<file path="src/rtl/hazard_pkg.sv">
// Shared types and defaults for the pipeline hazard controller.
package hazard_pkg;

    typedef enum logic [1:0] {
        RUN  = 2'd0,
        MISS = 2'd1,
        HALT = 2'd2
    } hz_state_t;

    localparam int HZ_REG_ADDR_W = 5;
    localparam int HZ_CNT_W      = 32;

endpackage

</file>
<file path="src/rtl/sat_counter.sv">
// Saturating up-counter with synchronous active-low reset; holds at all-ones.
module sat_counter #(
    parameter int W = 32
) (
    input  logic         i_clk,
    input  logic         i_rstn,
    input  logic         i_inc,
    output logic [W-1:0] o_cnt
);

    logic [W-1:0] cnt_r;

    // Count events, stopping at the maximum value instead of wrapping.
    always_ff @(posedge i_clk) begin
        if (!i_rstn) begin
            cnt_r <= {W{1'b0}};
        end else if (i_inc && (cnt_r != {W{1'b1}})) begin
            cnt_r <= cnt_r + {{(W-1){1'b0}}, 1'b1};
        end else begin
            cnt_r <= cnt_r;
        end
    end

    assign o_cnt = cnt_r;

endmodule

</file>
<file path="src/rtl/pipeline_hazard_ctrl.sv">
// Stall/flush sequencer for the five-stage core: load-use bubbles, cache-miss
// freezes, mispredict flushes and ecall halt, plus stall/flush perf counters.
module pipeline_hazard_ctrl
    import hazard_pkg::*;
#(
    parameter int REG_ADDR_W = HZ_REG_ADDR_W,
    parameter int CNT_W      = HZ_CNT_W
) (
    input  logic                  i_clk,
    input  logic                  i_rstn,
    input  logic [REG_ADDR_W-1:0] i_rs1_addr_dec,
    input  logic [REG_ADDR_W-1:0] i_rs2_addr_dec,
    input  logic [REG_ADDR_W-1:0] i_rd_addr_exec,
    input  logic                  i_reg_we_exec,
    input  logic                  i_load_instr_exec,
    input  logic                  i_branch_mispred,
    input  logic                  i_ecall_instr_exec,
    input  logic                  i_a0_reg_lsb_exec,
    input  logic                  i_icache_miss,
    input  logic                  i_dcache_miss,
    output logic                  o_stall_fetch,
    output logic                  o_stall_dec,
    output logic                  o_stall_exec,
    output logic                  o_stall_mem,
    output logic                  o_stall_wb,
    output logic                  o_flush_dec,
    output logic                  o_flush_exec,
    output logic                  o_halt,
    output logic [CNT_W-1:0]      o_stall_cnt,
    output logic [CNT_W-1:0]      o_flush_cnt
);

    hz_state_t state_r;
    hz_state_t next_state_s;
    logic      halt_r;

    logic lu_s;
    logic miss_s;
    logic hlt_s;
    logic stall_all_s;
    logic stall_front_s;
    logic flush_dec_s;
    logic flush_exec_s;
    logic flush_inc_s;

    // Hazard detection on the decode/execute boundary.
    always_comb begin
        miss_s = i_icache_miss | i_dcache_miss;
        hlt_s  = i_ecall_instr_exec & i_a0_reg_lsb_exec;
        lu_s   = i_load_instr_exec & i_reg_we_exec &
                 (i_rd_addr_exec != {REG_ADDR_W{1'b0}}) &
                 ((i_rd_addr_exec == i_rs1_addr_dec) |
                  (i_rd_addr_exec == i_rs2_addr_dec));
    end

    // Output decode and next state; MISS shares RUN rules on its exit cycle.
    always_comb begin
        stall_all_s   = 1'b0;
        stall_front_s = 1'b0;
        flush_dec_s   = 1'b0;
        flush_exec_s  = 1'b0;
        flush_inc_s   = 1'b0;
        next_state_s  = state_r;
        if (!i_rstn) begin
            next_state_s = RUN;
        end else begin
            case (state_r)
                HALT: begin
                    stall_all_s  = 1'b1;
                    next_state_s = HALT;
                end
                RUN, MISS: begin
                    if (miss_s) begin
                        stall_all_s  = 1'b1;
                        next_state_s = MISS;
                    end else if (i_branch_mispred) begin
                        flush_dec_s  = 1'b1;
                        flush_exec_s = 1'b1;
                        flush_inc_s  = 1'b1;
                        next_state_s = RUN;
                    end else if (hlt_s) begin
                        next_state_s = HALT;
                    end else if (lu_s) begin
                        stall_front_s = 1'b1;
                        flush_exec_s  = 1'b1;
                        next_state_s  = RUN;
                    end else begin
                        next_state_s = RUN;
                    end
                end
                default: begin
                    next_state_s = RUN;
                end
            endcase
        end
    end

    // State register and the registered halt flag.
    always_ff @(posedge i_clk) begin
        if (!i_rstn) begin
            state_r <= RUN;
            halt_r  <= 1'b0;
        end else begin
            state_r <= next_state_s;
            halt_r  <= (next_state_s == HALT);
        end
    end

    assign o_stall_fetch = stall_all_s | stall_front_s;
    assign o_stall_dec   = stall_all_s | stall_front_s;
    assign o_stall_exec  = stall_all_s;
    assign o_stall_mem   = stall_all_s;
    assign o_stall_wb    = stall_all_s;
    assign o_flush_dec   = flush_dec_s;
    assign o_flush_exec  = flush_exec_s;
    assign o_halt        = halt_r & i_rstn;

    sat_counter #(.W(CNT_W)) u_stall_cnt (
        .i_clk  (i_clk),
        .i_rstn (i_rstn),
        .i_inc  (o_stall_fetch),
        .o_cnt  (o_stall_cnt)
    );

    sat_counter #(.W(CNT_W)) u_flush_cnt (
        .i_clk  (i_clk),
        .i_rstn (i_rstn),
        .i_inc  (flush_inc_s),
        .o_cnt  (o_flush_cnt)
    );

endmodule

</file>
<file path="config.mk">
export PLATFORM = sky130hd
export DESIGN_NAME = pipeline_hazard_ctrl
export DESIGN_NICKNAME = d
export VERILOG_FILES = /design/src/rtl/hazard_pkg.sv /design/src/rtl/sat_counter.sv /design/src/rtl/pipeline_hazard_ctrl.sv
export SDC_FILE = /design/constraint.sdc
export NUM_CORES = 1
export LEC_CHECK = 0
export CELL_PAD_IN_SITES_DETAIL_PLACEMENT = 1
export CELL_PAD_IN_SITES_GLOBAL_PLACEMENT = 2
export CORE_MARGIN = 1
export CORE_UTILIZATION = 28
export DETAILED_ROUTE_END_ITERATION = 8
export PLACE_DENSITY = 0.84
export SLEW_MARGIN = 20
export SYNTH_ARGS = -nofsm -noshare
export SYNTH_HDL_FRONTEND = slang
export SYNTH_SLANG_ARGS = --single-unit
</file>
<file path="constraint.sdc">
create_clock -name i_clk -period 2.2 [get_ports i_clk]
set_input_delay 0.22 -clock i_clk [delete_from_list [all_inputs] [get_ports i_clk]]
set_output_delay 0.22 -clock i_clk [all_outputs]
set_load 0.01 [all_outputs]
</file>
After elaboration in Yosys (flattened, before gate mapping)
Cells that the tools add are included.

word-level totals
  bits in registers = 67
  input port bits = 24
  output and inout port bits = 72

cells by class
  add/sub/neg operators = 2
  equal/unequal tests = 7
  mux-type cells = 22
  bitwise operators = 8
  reductions and logical operators = 5

operators with widths
  kind                   number
  $add 32x1->32 const B  2
  $ne 32x32->1 const B   2
  $mux 1                 16
  $eq 5x5->1             2
  $mux 2                 4
  $and 1x1->1            5
  $reduce_bool 5->1      1
  $eq 2x2->1 const B     2
  $pmux 2 s2             1
  $or 1x1->1             3
  $eq 2x1->1 const B     1
  $logic_and 1x1->1      2
  $logic_not 2->1        1
  $pmux 1 s2             1
  $reduce_or 2->1        1

Longest topological paths before layout
Gate-level depths: netlist of run 1.

  depth after elaboration = 11
  mapped depth = 10
  gate-level depth less buffers = 7

Cells and area by module
Synthesis of run 1 repeated with hierarchy kept, for this count alone.

second synthesis, totals
  cells, all modules = 430
  area total of the unflattened synthesis = 3,688.5 um2

modules (own cells, without submodules)
  module                     instances  cells each  area an instance (um2)  sequential area each (um2)
  sat_counter (u_flush_cnt)  1          200         1,704.1                 640.6
  sat_counter (u_stall_cnt)  1          190         1,655.3                 640.6
  pipeline_hazard_ctrl       1          40          329.1                   60.1

Worst setup path before layout of run 1
OpenSTA, ideal clock, no wires.

  path kind = register to register
  from = register u_flush_cnt.cnt_r[3], in the netlist u_flush_cnt.o_cnt[3]
  to = register u_flush_cnt.cnt_r[14], in the netlist u_flush_cnt.o_cnt[14]
  setup time = 128 ps
  arrival = 1,871 ps
  required time = 2,072 ps
  setup slack = 202 ps
  cell stages (with the launch flop) = 7
  path buffers = 0
  path through = dfxtp_1 > nand4_2 > or4_4 > a211oi_4 > and3_1 > xnor2_1 > nor2_1

on the way
  cells in the longest elaborated chain, start to end = 2

ends and longest elaborated chain
  item                                                                   RTL line           source
  start, declared                                                        sat_counter.sv:11  logic [W-1:0] cnt_r;
  start signal, assigned                                                 sat_counter.sv:16  cnt_r <= {W{1'b0}};
  start signal, assigned                                                 sat_counter.sv:18  cnt_r <= cnt_r + {{(W-1){1'b0}}, 1'b1};
  start signal, assigned                                                 sat_counter.sv:20  cnt_r <= cnt_r;
  parallel branches: the longest is 2 deep, another holds $add 32x1->32  --

Several ways; the timed one is not identified.
A chain may end at the register's enable or synchronous reset.

Worst setup path after layout of run 1
  from = input i_rd_addr_exec[3]
  to = output o_stall_fetch

on the way
  cells in the longest elaborated chain, start to end = 10

ends and longest elaborated chain
  item                                       RTL line                                                source
  start, declared                            pipeline_hazard_ctrl.sv:13                              input logic [REG_ADDR_W-1:0] i_rd_addr_exec,
  $eq 5x5->1, or another cell as far along   pipeline_hazard_ctrl.sv:52                              ((i_rd_addr_exec == i_rs1_addr_dec) |
  $or 1x1->1 or $and 1x1->1 (tied branches)  pipeline_hazard_ctrl.sv:52, pipeline_hazard_ctrl.sv:50
  $and 1x1->1 *                              pipeline_hazard_ctrl.sv:51                              (i_rd_addr_exec != {REG_ADDR_W{1'b0}}) &
  $mux 1 *                                   pipeline_hazard_ctrl.sv:83                              end else if (lu_s) begin
  $mux 1 *                                   pipeline_hazard_ctrl.sv:81                              end else if (hlt_s) begin
  $mux 1 *                                   pipeline_hazard_ctrl.sv:76                              end else if (i_branch_mispred) begin
  $mux 1 *                                   pipeline_hazard_ctrl.sv:73                              if (miss_s) begin
  $mux 1 *                                   pipeline_hazard_ctrl.sv:67                              case (state_r)
  $mux 1 *                                   pipeline_hazard_ctrl.sv:64                              if (!i_rstn) begin
  $or 1x1->1 *                               pipeline_hazard_ctrl.sv:109                             assign o_stall_fetch = stall_all_s | stall_front_s;
  end, declared                              pipeline_hazard_ctrl.sv:21                              output logic o_stall_fetch,

Mark *: on every way between the ends. The rest lies on a longest branch, timed or not.

==> metrics.yaml, run 1 <==
floorplan:
  fp-row-count: 40
  dieHeight_um: 112.9
  core-area_um2: 12010
  start_util_pct: 28.67
  dieArea_um2: 12750
  pin_count: 96
  fp.dieW_um: 112.9
setup_path:
  cp_max_fo: 3
  cp-start-kind: "input port"
  reg2reg_slack_ps: 150
  arrival_ps: 1930
  critPathMaxStageDelay_ps: 490
  crit_family: "buffers and inverters"
  cp-end-kind: "output pin"
  cp_num_buf_inv: 3
  worst_ep_required_time_ps: 1980
  cp_slowest_cell: "or4_4"
  cp_cell_sequence: "clkdlybuf4s50_1 > or4_4 > o2111a_1 > nand2_1 > o21ba_4 > inv_1 > clkdlybuf4s15_1"
  crit_type: "input port to output pin"
sta:
  period_needed_ps: 2149
  slew_headroom_pct: 58.84
  finClkSkew_ps: 7.884
  rsz0062_at_grt: "true"
  hold_viol: 0
  fin_crit_sh_pct: 97.70
  setup_viol: 0
  fmax_mhz: 465.3
  drv_slew: 0
  worst_pin_slew_ps: 617.4
grt:
  grt_pass1_vias: 3679
  grt_pass1_wl_mm: 18.02
  grt_remaining_overflow: 0
  grt_max_degree: 56
  grtUsageTotal_pct: 17.77
  antenna_found_initial: 0
clock_network:
  clock_path_buffers: 2
  insertion_delay_ps: 330
  htree_levels: 3
  clkSinkCount: 67
  cts_tree: "done"
  hold_buffers: 0
  numCtsBuffers: 9
  root_buffer: "clkbuf_16"
  clk_pin_slew_ps: 50
hold_path:
  hold_path_class: "input port to register"
yosys:
  synth_ff_type: "dfxtp_1"
  syn_inst: 407
  yosys.cell_types.count: 44
  synth-seq-cells: 67
  ys_seq_area_share_pct: 38.95
  yosysWarnings: 0
  syn_area_um2: 3443
  syn_nets: 433
  syn_area_per_cell_um2: 8.460
  async_flop_share_pct: 0
  synth-edff-count: 0
finish:
  area_growth_pct: 49.06
  finalCoreUtilization_pct: 42.73
  final_cells: 688
  drive_gt1_share_pct: 14.79
  final_nets: 563
  n_antenna_cell: 0
place:
  place_congestion: 0.7730
  hpwl_mm: 7.952
  port_buffers: 95
  place_inst: 671
power_and_ir_drop:
  vdd_drop_max_v: 0.0003591
  p_comb_share_pct: 7.7
  switching_share_pct: 22.73
  pwr-share-seq_pct: 44.9
  p_sw_w: 0.0006196
  internal-power_w: 0.002106
  cellPowerDensity_nw_per_um2: 531.1
  p_clk_share_pct: 47.5
  p_leak_nw: 1.849
detailed_routing:
  num_vias: 3485
  drc: 1
  wl_per_cell_um: 15.59
  wl_mm: 10.72
  drt_first_iter_violations: 87
  first_pass_iters: 6
  drt-vias-per-instance: 5.065
  antenna_left: 0
run_status:
  status: "finished, violations left"
  violations: "design-rule violations"
job:
  max-cap-violations: 0
==> stage by stage <==
stage	instance area, µm²	TNS [ps]	worst slack (ps)	power (W)	hold WS (ps)
2_1_floorplan	3443	0	201.6	0.001344	372.3
3_3_place_gp	4795	-7470	-322.6	0.001449	477.3
3_5_place_dp	4795	-9626	-374.0	0.001455	501.7
4_1_cts	5069	-43.68	-22.36	0.002765	509.8
5_1_grt	5132	-31.02	-14.22	0.002847	353.8
6_report	5132	0	50.64	0.002726	338.5
==> routing by layer <==
metal  vias to the layer above  global-route usage, %  routed length (µm)
li1                       1722                      -                   -
met1                      1689                  20.61                4688
met2                        65                  31.98                5465
met3                         9                  4.606                 457
met4                         0                  5.526                 111
met5                         -                      0                   0
==> synth_stat cells, types with 6 or more instances <==
| library cell | count | area, µm² |
|---|---|---|
| dfxtp_1 | 67 | 1341 |
| nor2_1 | 36 | 135.1 |
| xor2_1 | 35 | 306.5 |
| nand2_1 | 32 | 120.1 |
| nand3_1 | 28 | 140.1 |
| a21oi_1 | 24 | 120.1 |
| nand4_1 | 19 | 118.9 |
| o21ai_0 | 18 | 90.09 |
| or3_1 | 17 | 106.4 |
| clkbuf_1 | 12 | 45.04 |
| and3_1 | 11 | 68.82 |
| and4_1 | 11 | 96.34 |
| inv_1 | 10 | 37.54 |
| o31ai_1 | 8 | 60.06 |
| mux2i_1 | 7 | 70.07 |
| nand2b_1 | 7 | 43.79 |
| nor3_1 | 7 | 35.03 |
| and2_1 | 6 | 37.54 |
| xnor2_1 | 6 | 52.55 |
==> layout make-up <==
type | count | area (µm²)
Clock buffer | 13 | 250.2
Sequential cell | 67 | 1341
Multi-Input combinational cell | 309 | 2021
Fill cell | 1422 | 6879
Timing Repair Buffer | 140 | 1286
Tap cell | 147 | 183.9
Clock inverter | 2 | 12.51
Inverter | 10 | 37.54
==> worst register-to-register path: stages, from the launching register on <==
cell and delay, ps:
dfxtp_1 340, and4_1 260, and4_1 290, nand3_1 170, nand3_2 200, buf_6 220, or3_1 350, a21oi_1 150
==> cells by family after synthesis <==
group / Yosys count / share of synthesized area (%)
AO/OA/AOI/OAI: 67 / 12.39
XOR/XNOR: 41 / 10.43
adder cells (fa/ha/maj): 2 / 0.7266
buffers and inverters: 31 / 4.179
flip-flops: 67 / 38.95
multiplexers: 7 / 2.035
AND/OR/NAND/NOR: 192 / 31.29
==> power by group through the flow <==
stage | logic (W) | clock network, W | registers, W
4_1_cts | 0.000207 | 0.00134 | 0.00122
2_1_floorplan | 0.0000935 | 0 | 0.00125
5_1_grt | 0.000229 | 0.00140 | 0.00122
6_report | 0.000209 | 0.00129 | 0.00122
3_3_place_gp | 0.000200 | 0 | 0.00125
3_5_place_dp | 0.000206 | 0 | 0.00125
==> path summary, 6_finish.rpt <==
| kind | from | depth (start not counted) | end |
|---|---|---|---|
| max | i_rd_addr_exec[3] | 7 | o_stall_fetch |
| min reg2reg | u_stall_cnt.o_cnt[19] | 2 | u_stall_cnt.o_cnt[19] |
| min | i_icache_miss | 3 | state_r[0] |
| max reg2reg | u_stall_cnt.o_cnt[16] | 7 | u_stall_cnt.o_cnt[17] |
==> what timing repair did <==
item / 4_1_cts / 5_1_grt
pin swaps: 0 / 2
endpoints found under the setup margin: 4 / 26
setup buffers: 0 / 2
endpoints found under the hold margin: 0 / 0
gates resized for setup: 11 / 17
==> cells in the final DEF, fill, tap and decap left out, types with 3 or more instances in the layout <==
cell type,n
clkdlybuf4s50_1,86
dfxtp_1,67
buf_4,44
nor2_1,36
xor2_1,35
nand2_1,31
nand3_1,28
a21oi_1,23
nand4_1,19
o21ai_0,18
or3_1,17
and4_1,11
and3_1,11
inv_1,10
clkbuf_16,9
o31ai_1,8
nand2b_1,7
mux2i_1,7
and2_1,6
nor4_2,6
xnor2_1,6
nor3_1,5
o211ai_1,4
or4_1,4
clkbuf_1,3
dlygate4sd2_1,3
dlymetal6s2s_1,3
==> flip-flops by register name (all words and copies together), names as in the netlist <==
name / cells
halt_r: 1
u_flush_cnt.o_cnt: 32
state_r: 2
u_stall_cnt.o_cnt: 32
(Power assumes the default switching activity.)
==> run 2, diff against run 1 <==
--- a/config.mk
+++ b/config.mk
@@ -7,7 +7,6 @@
 export LEC_CHECK = 0
 export CELL_PAD_IN_SITES_DETAIL_PLACEMENT = 1
 export CELL_PAD_IN_SITES_GLOBAL_PLACEMENT = 2
-export CORE_MARGIN = 1
 export CORE_UTILIZATION = 28
 export DETAILED_ROUTE_END_ITERATION = 8
 export PLACE_DENSITY = 0.84
==> results of run 2 <==
No change in the layout: final DEF, timing and power equal those of run 1.
==> run 3, diff against run 2 <==
--- a/config.mk
+++ b/config.mk
@@ -7,9 +7,11 @@
 export LEC_CHECK = 0
 export CELL_PAD_IN_SITES_DETAIL_PLACEMENT = 1
 export CELL_PAD_IN_SITES_GLOBAL_PLACEMENT = 2
-export CORE_UTILIZATION = 28
+export CORE_UTILIZATION = 29
+export CTS_BUF_LIST = sky130_fd_sc_hd__clkbuf_2 sky130_fd_sc_hd__clkbuf_4 sky130_fd_sc_hd__clkbuf_8
 export DETAILED_ROUTE_END_ITERATION = 8
-export PLACE_DENSITY = 0.84
+export MAX_ROUTING_LAYER = met4
+export PLACE_DENSITY = 0.86
 export SLEW_MARGIN = 20
 export SYNTH_ARGS = -nofsm -noshare
 export SYNTH_HDL_FRONTEND = slang
==> run 3 against run 2 <==
The flow still finishes with violations (design-rule violations). Final area fell by 0.68%. Sequential power barely moved. Clock-buffer cell count fell by 2. Power fell by 3.7%. Flip-flop and latch count did not move. Critical path depth did not move. Clock skew fell by 1.9 ps.
==> metrics.yaml, run 3 (same netlist as run 1, synthesis figures left out) <==
grt:
  grt_pass1_vias: 3736  # +1.5%
  grt_max_degree: 56  # unchanged
  grtUsageTotal_pct: 18.34  # +0.56 points
  antenna_found_initial: 0  # unchanged
  grt_remaining_overflow: 0  # unchanged
  grt_pass1_wl_mm: 17.87  # -0.80%
detailed_routing:
  drc: 8  # +7
  wl_per_cell_um: 15.53  # -0.37%
  wl_mm: 10.70  # -0.22%
  drt-vias-per-instance: 5.163  # +1.9%
  num_vias: 3557  # +2.1%
  drt_first_iter_violations: 131  # +51%
  antenna_left: 0  # unchanged
  first_pass_iters: 6  # unchanged
clock_network:
  numCtsBuffers: 9  # unchanged
  htree_levels: 3  # unchanged
  clk_pin_slew_ps: 70  # +20 ps
  insertion_delay_ps: 350  # +20 ps
  clock_path_buffers: 2  # unchanged
  cts_tree: "done"
  root_buffer: "clkbuf_8"
  clkSinkCount: 67  # unchanged
floorplan:
  pin_count: 96  # unchanged
  dieHeight_um: 111.0  # -1.7%
  fp-row-count: 39  # -2.5%
  fp.dieW_um: 111.0  # -1.7%
  start_util_pct: 29.90  # +1.2 points
  dieArea_um2: 12310  # -3.4%
  core-area_um2: 11520  # -4.1%
setup_path:
  arrival_ps: 1910  # -20 ps
  cp-start-kind: "input port"
  worst_ep_required_time_ps: 1980  # about the same
  cp-end-kind: "output pin"
  cp_max_fo: 3  # unchanged
  crit_type: "input port to output pin"
place:
  hpwl_mm: 7.845  # -1.4%
  place_inst: 671  # unchanged
  port_buffers: 95  # unchanged
  place_congestion: 0.7863  # +1.7%
finish:
  final_cells: 689  # +0.15%
  mostFrequentLayoutCell: "clkdlybuf4s50_1"
  drive_gt1_share_pct: 14.65  # -0.14 points
  area_growth_pct: 48.04
  layout_common_cells: "clkdlybuf4s50_1 (87), dfxtp_1 (67), buf_4 (49), nor2_1 (36), xor2_1 (35)"
  n_antenna_cell: 0  # unchanged
  final_nets: 567  # +0.71%
job:
  max-cap-violations: 0  # unchanged
power_and_ir_drop:
  cellPowerDensity_nw_per_um2: 515.2  # -3.0%
  p_leak_nw: 1.857  # +0.41%
  vdd_drop_max_v: 0.0002833  # -21%
sta:
  rsz0062_at_grt: "true"
  finClkSkew_ps: 5.945  # -1.939 ps
  slew_headroom_pct: 59.22  # +0.38 points
  drv_slew: 0  # unchanged
  hold_viol: 0  # unchanged
  fmax_mhz: 468.8  # +0.77%
  period_needed_ps: 2133  # -16.41 ps
  setup_viol: 0  # unchanged
  fin_crit_sh_pct: 96.95  # -0.75 points
  worst_pin_slew_ps: 611.6  # -5.746 ps
  hold_ws_ps: 299.5  # -39.03 ps
run_status:
  status: "finished, violations left"
  violations: "design-rule violations"
hold_path:
  hold_path_class: "input port to register"
-- run 3: metrics by stage --
step	setup WS, ps	cell area, µm²	TNS, ps	util (%)	total power [W]
after CTS	-27.01	5050	-53.63	43.85	0.002644
after floorplan	201.6	3443	0	-	0.001344
after global routing	-32.62	5097	-170.1	44.26	0.002729
final	67.04	5097	0	44.26	0.002626
after global placement	-303.1	4820	-6346	41.85	0.001450
after detailed placement	-348.0	4820	-8608	41.85	0.001455
-- run 3: path summary, 6_finish.rpt --
kind	start	end	slack [ps]	depth (start not counted)
hold / removal	i_icache_miss	state_r[0]	300	3
setup reg to reg	u_flush_cnt.o_cnt[6]	u_flush_cnt.o_cnt[17]	120	8
setup / recovery	i_rd_addr_exec[1]	o_stall_fetch	70	7
hold reg to reg	u_stall_cnt.o_cnt[13]	u_stall_cnt.o_cnt[13]	510	2
-- run 3: final cells by class --
class	instances	area [µm²]
inverters	10	37.54
repair buffers	144	1319
fillers	1362	6419
clock inverters	5	75.07
flip-flops and latches	67	1341
well taps	143	178.9
clock buffers	11	151.4
multi-input cells	309	1994
-- run 3: worst max-delay path: stages --
cell and delay [ps]:
clkdlybuf4s50_1 420, or4_1 420, o2111a_1 280, nand2_1 100
o21ba_4 150, inv_1 50, dlygate4sd2_1 280
-- run 3: routing by layer --
layer,part of all wire (%),vias up,GRT usage [%]
li1,-,1731,-
met1,45,1745,21.04
met2,51,67,32.54
met3,3.1,14,2.843
met4,1.4,0,6.027
met5,0,-,-
-- run 3: repair_timing --
| action | CTS | global route |
|---|---|---|
| pin swaps | 2 | 4 |
| endpoints found under the setup margin | 4 | 28 |
| hold endpoints to repair | 0 | 0 |
| hold buffers | 0 | 0 |
| resized for setup | 10 | 7 |
| setup buffers | 0 | 2 |
-- run 3: report_power, final --
part / internal, W / switching, W
Clock: 0.000695 / 0.000502
Combinational: 0.000103 / 0.000106
Sequential: 0.00122 / 0.00000395
